==> src/rtl/imem_load_ctrl_pkg.sv <==
// Shared definitions for the instruction-memory loader and the fetch stage.
package imem_load_ctrl_pkg;

   localparam int unsigned IMEM_ADDR_W    = 16;
   localparam logic [7:0]  START_BYTE_DEF = 8'hA5;

   typedef enum logic [2:0] {
      ST_IDLE,
      ST_LEN0,
      ST_LEN1,
      ST_DATA,
      ST_WRITE,
      ST_CSUM,
      ST_DONE
   } load_state_t;

   // States in which the loader waits on the byte stream and the idle watchdog runs.
   function automatic logic is_timed_state(input load_state_t s);
      return s inside {ST_LEN0, ST_LEN1, ST_DATA, ST_CSUM};
   endfunction

endpackage

==> src/rtl/imem_load_ctrl_timeout.sv <==
// imem_load_timeout: idle-cycle watchdog; counts enabled cycles since the last clear
// and flags expiry once LIMIT is reached (count saturates there).
module imem_load_timeout #(
   parameter int unsigned LIMIT = 1_000_000
) (
   input  logic clk,
   input  logic rst,
   input  logic clear,
   input  logic enable,
   output logic expired
);

   localparam int unsigned CW = $clog2(LIMIT + 1);

   logic [CW-1:0] count;

   always_ff @(posedge clk) begin
      if (rst || clear) begin
         count <= '0;
      end else if (enable && (count != CW'(LIMIT))) begin
         count <= count + CW'(1);
      end
   end

   assign expired = enable && (count == CW'(LIMIT));

endmodule

==> src/rtl/imem_load_ctrl.sv <==
// Byte-stream program loader: frames (start, 16-bit count, LE words) into imem writes.
// Optional trailing XOR checksum byte when IMEM_LOAD_CSUM_EN is defined.
module imem_load_ctrl
   import imem_load_ctrl_pkg::*;
#(
   parameter int unsigned ADDR_W         = IMEM_ADDR_W,
   parameter logic [7:0]  START_BYTE     = START_BYTE_DEF,
   parameter int unsigned TIMEOUT_CYCLES = 1_000_000
) (
   input  logic              clk,
   input  logic              rst,
   input  logic              rx_valid,
   input  logic [7:0]        rx_data,
   output logic              rx_ready,
   output logic              imem_write_en,
   output logic [ADDR_W-1:0] imem_write_addr,
   output logic [31:0]       imem_write_data,
   output logic              core_hold,
   output logic              load_done,
   output logic              load_error,
   output logic [ADDR_W-1:0] words_loaded
);

   load_state_t       state;
   logic [15:0]       count;
   logic [1:0]        byte_idx;
   logic [23:0]       word_buf;
   logic [ADDR_W-1:0] words_next;
   logic              accept;
   logic              timed;
   logic              expired;
`ifdef IMEM_LOAD_CSUM_EN
   logic [7:0]        csum;
`endif

   assign accept     = rx_valid && rx_ready;
   assign timed      = is_timed_state(state);
   assign words_next = words_loaded + ADDR_W'(1);

   imem_load_timeout #(
      .LIMIT(TIMEOUT_CYCLES)
   ) u_timeout (
      .clk    (clk),
      .rst    (rst),
      .clear  (accept || !timed),
      .enable (timed),
      .expired(expired)
   );

   always_ff @(posedge clk) begin
      if (rst) begin
         state           <= ST_IDLE;
         count           <= '0;
         byte_idx        <= '0;
         word_buf        <= '0;
         rx_ready        <= 1'b1;
         imem_write_en   <= 1'b0;
         imem_write_addr <= '0;
         imem_write_data <= '0;
         core_hold       <= 1'b0;
         load_done       <= 1'b0;
         load_error      <= 1'b0;
         words_loaded    <= '0;
`ifdef IMEM_LOAD_CSUM_EN
         csum            <= '0;
`endif
      end else begin
         imem_write_en <= 1'b0;
         load_done     <= 1'b0;
         // Expiry only acts when no byte arrives the same cycle; an accept restarts the count.
         if (expired && !accept) begin
            load_error <= 1'b1;
            core_hold  <= 1'b0;
            rx_ready   <= 1'b1;
            state      <= ST_IDLE;
         end else begin
            unique case (state)
               ST_IDLE: begin
                  if (accept && (rx_data == START_BYTE)) begin
                     core_hold    <= 1'b1;
                     load_error   <= 1'b0;
                     words_loaded <= '0;
`ifdef IMEM_LOAD_CSUM_EN
                     csum         <= '0;
`endif
                     state        <= ST_LEN0;
                  end
               end
               ST_LEN0: begin
                  if (accept) begin
                     count[7:0] <= rx_data;
                     state      <= ST_LEN1;
                  end
               end
               ST_LEN1: begin
                  if (accept) begin
                     count[15:8]     <= rx_data;
                     byte_idx        <= '0;
                     imem_write_addr <= '0;
                     if ({rx_data, count[7:0]} == 16'd0) begin
`ifdef IMEM_LOAD_CSUM_EN
                        state     <= ST_CSUM;
`else
                        load_done <= 1'b1;
                        rx_ready  <= 1'b0;
                        state     <= ST_DONE;
`endif
                     end else begin
                        state <= ST_DATA;
                     end
                  end
               end
               ST_DATA: begin
                  if (accept) begin
`ifdef IMEM_LOAD_CSUM_EN
                     csum <= csum ^ rx_data;
`endif
                     byte_idx <= byte_idx + 2'd1;
                     unique case (byte_idx)
                        2'd0: word_buf[7:0]   <= rx_data;
                        2'd1: word_buf[15:8]  <= rx_data;
                        2'd2: word_buf[23:16] <= rx_data;
                        default: begin
                           imem_write_data <= {rx_data, word_buf};
                           imem_write_addr <= words_loaded;
                           imem_write_en   <= 1'b1;
                           rx_ready        <= 1'b0;
                           state           <= ST_WRITE;
                        end
                     endcase
                  end
               end
               ST_WRITE: begin
                  words_loaded <= words_next;
                  byte_idx     <= '0;
                  if (words_next == ADDR_W'(count)) begin
`ifdef IMEM_LOAD_CSUM_EN
                     rx_ready  <= 1'b1;
                     state     <= ST_CSUM;
`else
                     load_done <= 1'b1;
                     state     <= ST_DONE;
`endif
                  end else begin
                     rx_ready <= 1'b1;
                     state    <= ST_DATA;
                  end
               end
               ST_CSUM: begin
`ifdef IMEM_LOAD_CSUM_EN
                  if (accept) begin
                     if (rx_data == csum) begin
                        load_done <= 1'b1;
                        rx_ready  <= 1'b0;
                        state     <= ST_DONE;
                     end else begin
                        load_error <= 1'b1;
                        core_hold  <= 1'b0;
                        state      <= ST_IDLE;
                     end
                  end
`else
                  state <= ST_IDLE;
`endif
               end
               ST_DONE: begin
                  core_hold <= 1'b0;
                  rx_ready  <= 1'b1;
                  state     <= ST_IDLE;
               end
               default: begin
                  rx_ready <= 1'b1;
                  state    <= ST_IDLE;
               end
            endcase
         end
      end
   end

endmodule

==> config.mk <==
export PLATFORM = sky130hd
export DESIGN_NAME = imem_load_ctrl
export DESIGN_NICKNAME = d
export VERILOG_FILES = /design/src/rtl/imem_load_ctrl_pkg.sv /design/src/rtl/imem_load_ctrl_timeout.sv /design/src/rtl/imem_load_ctrl.sv
export SDC_FILE = /design/constraint.sdc
export NUM_CORES = 1
export LEC_CHECK = 0
export BUFFER_PORTS_ARGS = -buffer_cell sky130_fd_sc_hd__buf_2
export CAP_MARGIN = 20
export CORE_MARGIN = 2
export CORE_UTILIZATION = 32
export CTS_BUF_LIST = sky130_fd_sc_hd__clkbuf_16
export CTS_CLUSTER_DIAMETER = 60
export CTS_CLUSTER_SIZE = 40
export DETAILED_ROUTE_END_ITERATION = 12
export PLACE_DENSITY_LB_ADDON = 0.1
export SLEW_MARGIN = 10
export SYNTH_ARGS = -nofsm -noshare
export SYNTH_HDL_FRONTEND = slang
export SYNTH_SLANG_ARGS = --single-unit
==> constraint.sdc <==
create_clock -name clk -period 6.66 [get_ports clk]
set_input_delay 0.666 -clock clk [delete_from_list [all_inputs] [get_ports clk]]
set_output_delay 0.666 -clock clk [all_outputs]
set_load 0.01 [all_outputs]
Word level (Yosys, flattened, before mapping)
Cells that the tools add are included.

Add/subtract/negate cells: 3. Eq/ne operators: 19. Shift operators: 0. Reduce and logical (&&, ||, !) cells: 36. Bitwise logic cells: 5. Muxes and demuxes: 33. Multipliers: 0. Divide/modulo/power cells: 0. Magnitude comparators: 0.

Operator list (number): $mux W16 (4); $pmux W16 S2 (2); $mux W3 (7); $add A20 B1 Y20 const B (1); $eq A20 B20 Y1 const B (1); $ne A20 B20 Y1 const B (1); $reduce_and A4 Y1 (5); $add A16 B1 Y16 const B (1); $eq A16 B16 Y1 (1); $logic_not A16 Y1 (1); $pmux W3 S5 (1); $mux W1 (13); $ne A2 B2 Y1 const B (6); $reduce_and A5 Y1 (2); $reduce_bool A2 Y1 (5); $eq A3 B3 Y1 const B (3); $reduce_and A3 Y1 (3); $eq A8 B8 Y1 const B (1); $eq A3 B2 Y1 const B (2); $pmux W2 S3 (1); $reduce_and A6 Y1 (1); $reduce_or A3 Y1 (2); $logic_and A1 B1 Y1 (5); $not A1 Y1 (5); other kinds (17) (22).

Latch bits: 0. Output and inout bits: 69. Memory bits (read-only): 0. Word-level logic and storage cells: 112. Register bits: 134. Memories: 0. Memory bits (writable): 0.

Longest topological paths before layout
Gate-level depths: netlist (run 1).

Word-level depth: 6. Gate-level depth with buffers: 9. Mapped depth without buffers: 8.

Hierarchy
Synthesis (run 1) repeated with hierarchy kept, for this count alone.

Cell total of the unflattened synthesis: 770. Area, all modules: 6246.0 µm².

Modules (own cells, without submodules): imem_load_ctrl (cells each 647, times used 1, sequential area each 2282.2 µm², area each 5190.0 µm²); imem_load_timeout (cells each 123, times used 1, sequential area each 400.4 µm², area each 1056.0 µm²).

Worst setup path after synthesis (run 1)
OpenSTA, ideal clock, no wires.

Kind: input -> register. Start: input rx_data[2]. End: register rx_ready. Setup slack: 4.315 ns. Required time: 6.533 ns. Path buffers: 1. Arrival time: 2.217 ns. Stages on the path: 8. Cells stage by stage: clkbuf_1 or4_1 nor4_2 nand2_1 nand2_1 nand3_1 a221oi_1 o21ai_1.

Cells in the longest elaborated chain, start to end: 3.

RTL lines: from (decl) (line imem_load_ctrl.sv:13) `input logic [7:0] rx_data,`; $logic_not A16 Y1 (line imem_load_ctrl.sv:100) `if ({rx_data, count[7:0]} == 16'd0) begin`; $ne A2 B1 Y1 (no line); $reduce_and A6 Y1 (no line); to (signal assigned) (line imem_load_ctrl.sv:105) `rx_ready <= 1'b0;`; to (signal assigned) (line imem_load_ctrl.sv:127) `rx_ready <= 1'b0;`; to (signal assigned) (line imem_load_ctrl.sv:145) `rx_ready <= 1'b1;`; to (decl) (line imem_load_ctrl.sv:14) `output logic rx_ready,`.

Every way passes these cells. A chain may end at the register's enable or synchronous reset.

Final worst setup path (run 1)
Start: register words_loaded[0]. End: register state[2].

Cells in the longest elaborated chain, start to end: 4.

RTL lines: from (decl) (line imem_load_ctrl.sv:21) `output logic [ADDR_W-1:0] words_loaded`; from (signal assigned) (line imem_load_ctrl.sv:134) `words_loaded <= words_next;`; $add A16 B1 Y16 (line imem_load_ctrl.sv:38) `assign words_next = words_loaded + ADDR_W'(1);`; $eq A16 B16 Y1 (line imem_load_ctrl.sv:136) `if (words_next == ADDR_W'(count)) begin`; $mux W3 (line imem_load_ctrl.sv:136); $pmux W3 S5 (line imem_load_ctrl.sv:77) `unique case (state)`; to (signal assigned) (line imem_load_ctrl.sv:75) `state <= ST_IDLE;`; to (signal assigned) (line imem_load_ctrl.sv:86) `state <= ST_LEN0;`; to (signal assigned) (line imem_load_ctrl.sv:142) `state <= ST_DONE;`; to (decl) (line imem_load_ctrl.sv:24) `load_state_t state;`.

Every way passes these cells.

==> results of run 1 <==
## layer usage
layer / GRT usage / part of all wire / vias to the layer above
li1: - / - / 2780
met2: 0.2864 / 0.48 / 96
met3: 0.03466 / 0.039 / 18
met5: 0 / 0 / -
met1: 0.2213 / 0.46 / 2607
met4: 0.06253 / 0.016 / 0
## worst paths after layout
kind / to / slack, ns / cells after the start
worst min register to register: imem_write_addr[14] / 0.45 / 2
worst max register to register: state[2] / 4.04 / 8
worst max-delay path: state[2] / 4.04 / 8
worst min-delay path: imem_write_addr[14] / 0.45 / 2
## sequential cells by signal, indices dropped and copies added (netlist names)
register	cells
imem_write_data	32
word_buf	24
u_timeout.count	20
count	16
imem_write_addr	16
words_loaded	16
state	3
byte_idx	2
core_hold	1
imem_write_en	1
load_done	1
load_error	1
rx_ready	1
## Yosys cell counts (2+ instances only)
cell,count,area (sq um)
and2_1,6,37.54
ha_1,7,87.58
or4_1,5,37.54
nor4_1,7,43.79
or4_4,2,22.52
mux2i_1,12,120.1
a211oi_2,2,25.02
buf_2,10,50.05
o21ai_0,23,115.1
o2111ai_1,2,17.52
nor4b_1,2,17.52
and4_1,4,35.03
a211oi_1,4,30.03
dfxtp_1,134,2683
clkbuf_1,42,157.7
nand4_1,9,56.30
and3_1,6,37.54
o21ai_1,3,15.01
xnor2_1,21,183.9
xor2_1,9,78.83
a21o_1,3,22.52
nand2_1,150,563.0
nand3_1,53,265.3
a21oi_1,111,555.5
inv_1,14,52.55
a221oi_1,3,26.28
nor3_1,12,60.06
a311oi_1,3,26.28
nand2b_1,2,12.51
nor2b_1,4,25.02
or3_1,14,87.58
nor4_4,3,63.81
buf_1,4,15.01
nor4_2,2,25.02
nor2_1,59,221.5
## worst max-delay path: stages (launching register included)
cell and delay [ns]:
dfxtp_1 0.50, ha_1 0.34, nand3_4 0.17, or3_1 0.41
a211oi_2 0.26, a21oi_2 0.10, nor4_4 0.30, nand4_1 0.21
a211oi_2 0.26
## layout make-up
class	count	share of cell area
clock buffers	17	0.05877
flip-flops and latches	134	0.3706
multi-input cells	568	0.4379
repair buffers	86	0.06482
clock inverters	15	0.01971
well taps	234	0.04045
inverters	15	0.007779
## through the flow
step	util	setup WS, ns
6_report	0.3857	4.038
5_1_grt	0.3857	3.823
4_1_cts	0.3857	4.045
3_5_place_dp	0.3554	3.910
3_3_place_gp	0.3532	3.895
2_1_floorplan	-	4.315
## cells in the final DEF (no fill, tap or decap), types with 7 or more instances in the layout
master / n
nand4_1: 9
mux2i_1: 12
nand3_1: 53
o21ai_0: 23
clkbuf_16: 17
a21oi_1: 111
or3_1: 14
nor3_1: 11
inv_1: 14
xnor2_1: 21
buf_2: 78
nand2_1: 150
nor4_1: 7
dfxtp_1: 134
xor2_1: 9
ha_1: 7
nor2_1: 59
## logic make-up after synthesis
group	share of synthesized area
AOI/OAI and AO/OA	0.1615
xor gates and xnor gates	0.04281
adders and majority gates	0.01427
buffers and inverters	0.04730
DFF	0.4371
muxes	0.01957
and+or+nand+nor	0.2775
## report_power, final
| part | internal [mW] | leakage (nW) | switching, mW |
|---|---|---|---|
| combinational | 0.0657 | 1.24 | 0.120 |
| sequential | 0.817 | 1.08 | 0.0271 |
| clock | 0.522 | 0.267 | 0.391 |
| total | 1.41 | 2.58 | 0.538 |
==> results.md, run 1 <==
- Via count: 5501
- Final Hold Viols: 0
- Root buffer cell: clkbuf_16
- Crit Path Max Fanout: 10
- Multi-input gate area: 0.003169 sq mm
- P per Cell Area: 268.4 mW/mm^2
- Remaining DRCs: 0
- GRT Total Usage: 0.1722
- Overall power: 1.943 mW
- Pleak: 2.583 nW
- CORE AREA: 0.01877 sq mm
- Cell area after synthesis: 0.006137 sq mm
- CP Data Required Time: 7.00 ns
- Post-CTS Setup Bufs: 0
- Overflow after GRT: 0
- CTS Sinks: 134
- Synth Net Count: 792
- Critical Path Start Type: flop
- Gpl congestion: 0.8328
- CP Data Arrival Time: 2.96 ns
- Setup Skew: 0.01002 ns
- Total negative slack: 0 ns
- Final setup viols: 0
- Sequential standard cell area: 0.002683 sq mm
- Clock-pin slew on the worst setup and hold paths: 0.06 ns
- Hold Startpoint: imem_write_addr[14]
- Tightest Pin Transition: 0.8608 ns
- Die height: 142.5 microns
- Slew Limit Fails: 0
- Initial core utilization: 0.3270
- Clock latency on the worst-skew pair: 0.42 ns
- Yosys synthesis warning count: 0
- Synth Instances: 774
- Worst setup path startpoint: words_loaded[0]
- Syn-to-layout area delta: 17.94%
- CP endpoint kind: flop
- Port Buf Inserts: 79
- RSZ-0062 raised after global routing: no
- Slew HR: 0.4217
- Largest net degree at the start of global routing: 65
- Row Count: 50
- CTS max path bufs: 2
- Post-synth EDFFs: 0
- H-tree depth: 4
- Mean Syn Cell Area: 7.929 sq um
- 1st-pass router iterations: 4
- Reg2reg start: words_loaded[0]
- I/O pins: 80
- Worst VDD drop: 156.9 uV
- Post-synthesis sequential area ratio: 0.4371
- Post-Layout Cell Count: 1069
- First-pass GRT wire length: 27430 microns
- # diodes: 0
- Number of hold buffers added after cts: 0
- Die ar.: 0.02030 sq mm
- Worst Hold Class: flop to flop
- DRT Wirelength: 16930 microns
- Status: finished clean
- Nets: 840
- Avg Vias per Cell: 5.146
- Layout cell share with drive strength beyond 1: 0.1641
- Most used flip-flop cell after synthesis: dfxtp_1
- TritonCTS buffer count: 17
- Post-route ant nets: 0
- Crit path kind: flop to flop
- F_max: 0.3813 GHz
- Initial antenna violation count: 0
- Fin area: 0.007238 sq mm
- Die Width: 142.5 microns
- Drt first-iter violations: 338
- Count of different cell masters after synthesis: 62
- Ys async rst share: 0
- WHS: 0.4469 ns
- Cells after DPL: 1037
- Final Cycle Share: 0.3938
- Area post-placement: 0.006670 sq mm
- Number of global-route vias before repair: 5355
- Max-cap viol count: 0
- Wire per inst: 15.84 microns
- Synth Register Bits: 134
- TritonCTS clock tree: built
- Resized cells post-CTS: 0
- FILL cells: 1953
- Tmin final: 2.622 ns
- Hpwl dp: 11590 microns
(Power assumes the default switching activity.)
==> inputs of run 2 (changes only) <==
==> constraint.sdc (replaced) <==
create_clock -name clk -period 2.34 [get_ports clk]
set_input_delay 0.234 -clock clk [delete_from_list [all_inputs] [get_ports clk]]
set_output_delay 0.234 -clock clk [all_outputs]
set_load 0.01 [all_outputs]
==> results.md, run 2 (synthesis gave the netlist of run 1 again) <==
- # diodes: 0
- Fin area: 0.007665 sq mm
- DRT Wirelength: 17820 microns
- Row Count: 50
- Syn-to-layout area delta: 24.89%
- Most common cell after layout, fill and taps aside: nand2_1
- Tmin final: 2.133 ns
- CORE AREA: 0.01877 sq mm
- Port Buf Inserts: 79
- Post-Layout Cell Count: 1117
- Root buffer cell: clkbuf_16
- CTS Sinks: 134
- Critical Path Start Type: flop
- Worst Hold Class: input port to flop
- CTS max path bufs: 2
- Via count: 5764
- CP Data Arrival Time: 2.43 ns
- Area post-placement: 0.007034 sq mm
- Worst VDD drop: 495.8 uV
- Final Cycle Share: 0.9116
- I/O pins: 80
- CP endpoint kind: flop
- Largest Register: imem_write_data
- First-pass GRT wire length: 29080 microns
- Clock latency on the worst-skew pair: 0.42 ns
- H-tree depth: 4
- Final setup viols: 0
- Setup Skew: 0.009464 ns
- Die Width: 142.5 microns
- Biggest regs: imem_write_data (32), word_buf (24), u_timeout.count (20)
- Most frequent cells in the layout: nand2_1, dfxtp_1, a21oi_1
- Final WS setup: 0.2069 ns
- RSZ-0062 raised after global routing: no
- Overall power: 5.614 mW
- 1st-pass router iterations: 4
- Layout cell share with drive strength beyond 1: 0.2220
- P per Cell Area: 732.4 mW/mm^2
- Status: finished clean
- Slew Limit Fails: 0
- Largest net degree at the start of global routing: 58
- Largest register FFs: 32
- TritonCTS clock tree: built
- Die height: 142.5 microns
- Slew HR: 0.5826
- Overflow after GRT: 0
- Cells after DPL: 1083
- Avg Vias per Cell: 5.160
- Tightest Pin Transition: 0.6260 ns
- Initial core utilization: 0.3270
- Gpl congestion: 0.8277
- Die ar.: 0.02030 sq mm
- TritonCTS buffer count: 17
- Clock-pin slew on the worst setup and hold paths: 0.06 ns
- Hpwl dp: 12600 microns
- Drt first-iter violations: 295
- Crit path kind: flop to flop
- Pleak: 2.848 nW
- Max-cap viol count: 0
- Post-route ant nets: 0
- Final Hold Viols: 0
- F_max: 0.4688 GHz
- GRT Total Usage: 0.1820
- Util after Layout: 0.4084
- Nets: 888
- CP Data Required Time: 2.64 ns
- Remaining DRCs: 0
- DP Worst Slack: 0.09977 ns
- Initial antenna violation count: 0
- Number of global-route vias before repair: 5568
- Crit Path Max Fanout: 5
- Total negative slack: 0 ns
- WHS: 0.1894 ns
- Wire per inst: 15.95 microns
## run 2: report_power, final
part	switching, mW	internal, mW
clock	1.11	1.48
combinational	0.395	0.249
sequential	0.0505	2.33
## run 2: worst max-delay path: stages, from the launching register on
cell,delay (ns)
dfxtp_1,0.40
and4_1,0.29
nand4_1,0.22
or4_1,0.54
nor4_1,0.35
xnor2_1,0.16
nor2_1,0.05
## run 2: path summary, 6_finish.rpt
kind	start	to	slack [ns]	cells past startpoint
worst max-delay path	u_timeout.count[4]	u_timeout.count[19]	0.21	6
worst max register to register	u_timeout.count[4]	u_timeout.count[19]	0.21	6
worst min register to register	imem_write_addr[13]	imem_write_addr[13]	0.45	2
worst min-delay path	rx_valid	rx_ready	0.19	4
## run 2: final cells by class
| class | instances | area [sq um] |
|---|---|---|
| sequential | 134 | 2685 |
| timing repair buffer | 134 | 848.3 |
| clock buffer | 17 | 425.4 |
| tap | 234 | 292.8 |
| inverter | 15 | 56.30 |
| multi-input combinational | 568 | 3211 |
| fill | 1942 | 11100 |
| clock inverter | 15 | 146.4 |
## run 2: layer usage
| metal | track usage | part of all wire | up-vias |
|---|---|---|---|
| li1 | - | - | 2865 |
| met1 | 0.2358 | 0.47 | 2766 |
| met2 | 0.2996 | 0.47 | 112 |
| met3 | 0.04004 | 0.039 | 21 |
| met4 | 0.06253 | 0.020 | 0 |
| met5 | 0 | 0 | - |
## run 2: what timing repair did
item,CTS,global route
setup endpoints to repair,0,4
hold buffers,0,0
resized for setup,0,12
buffers inserted,0,2
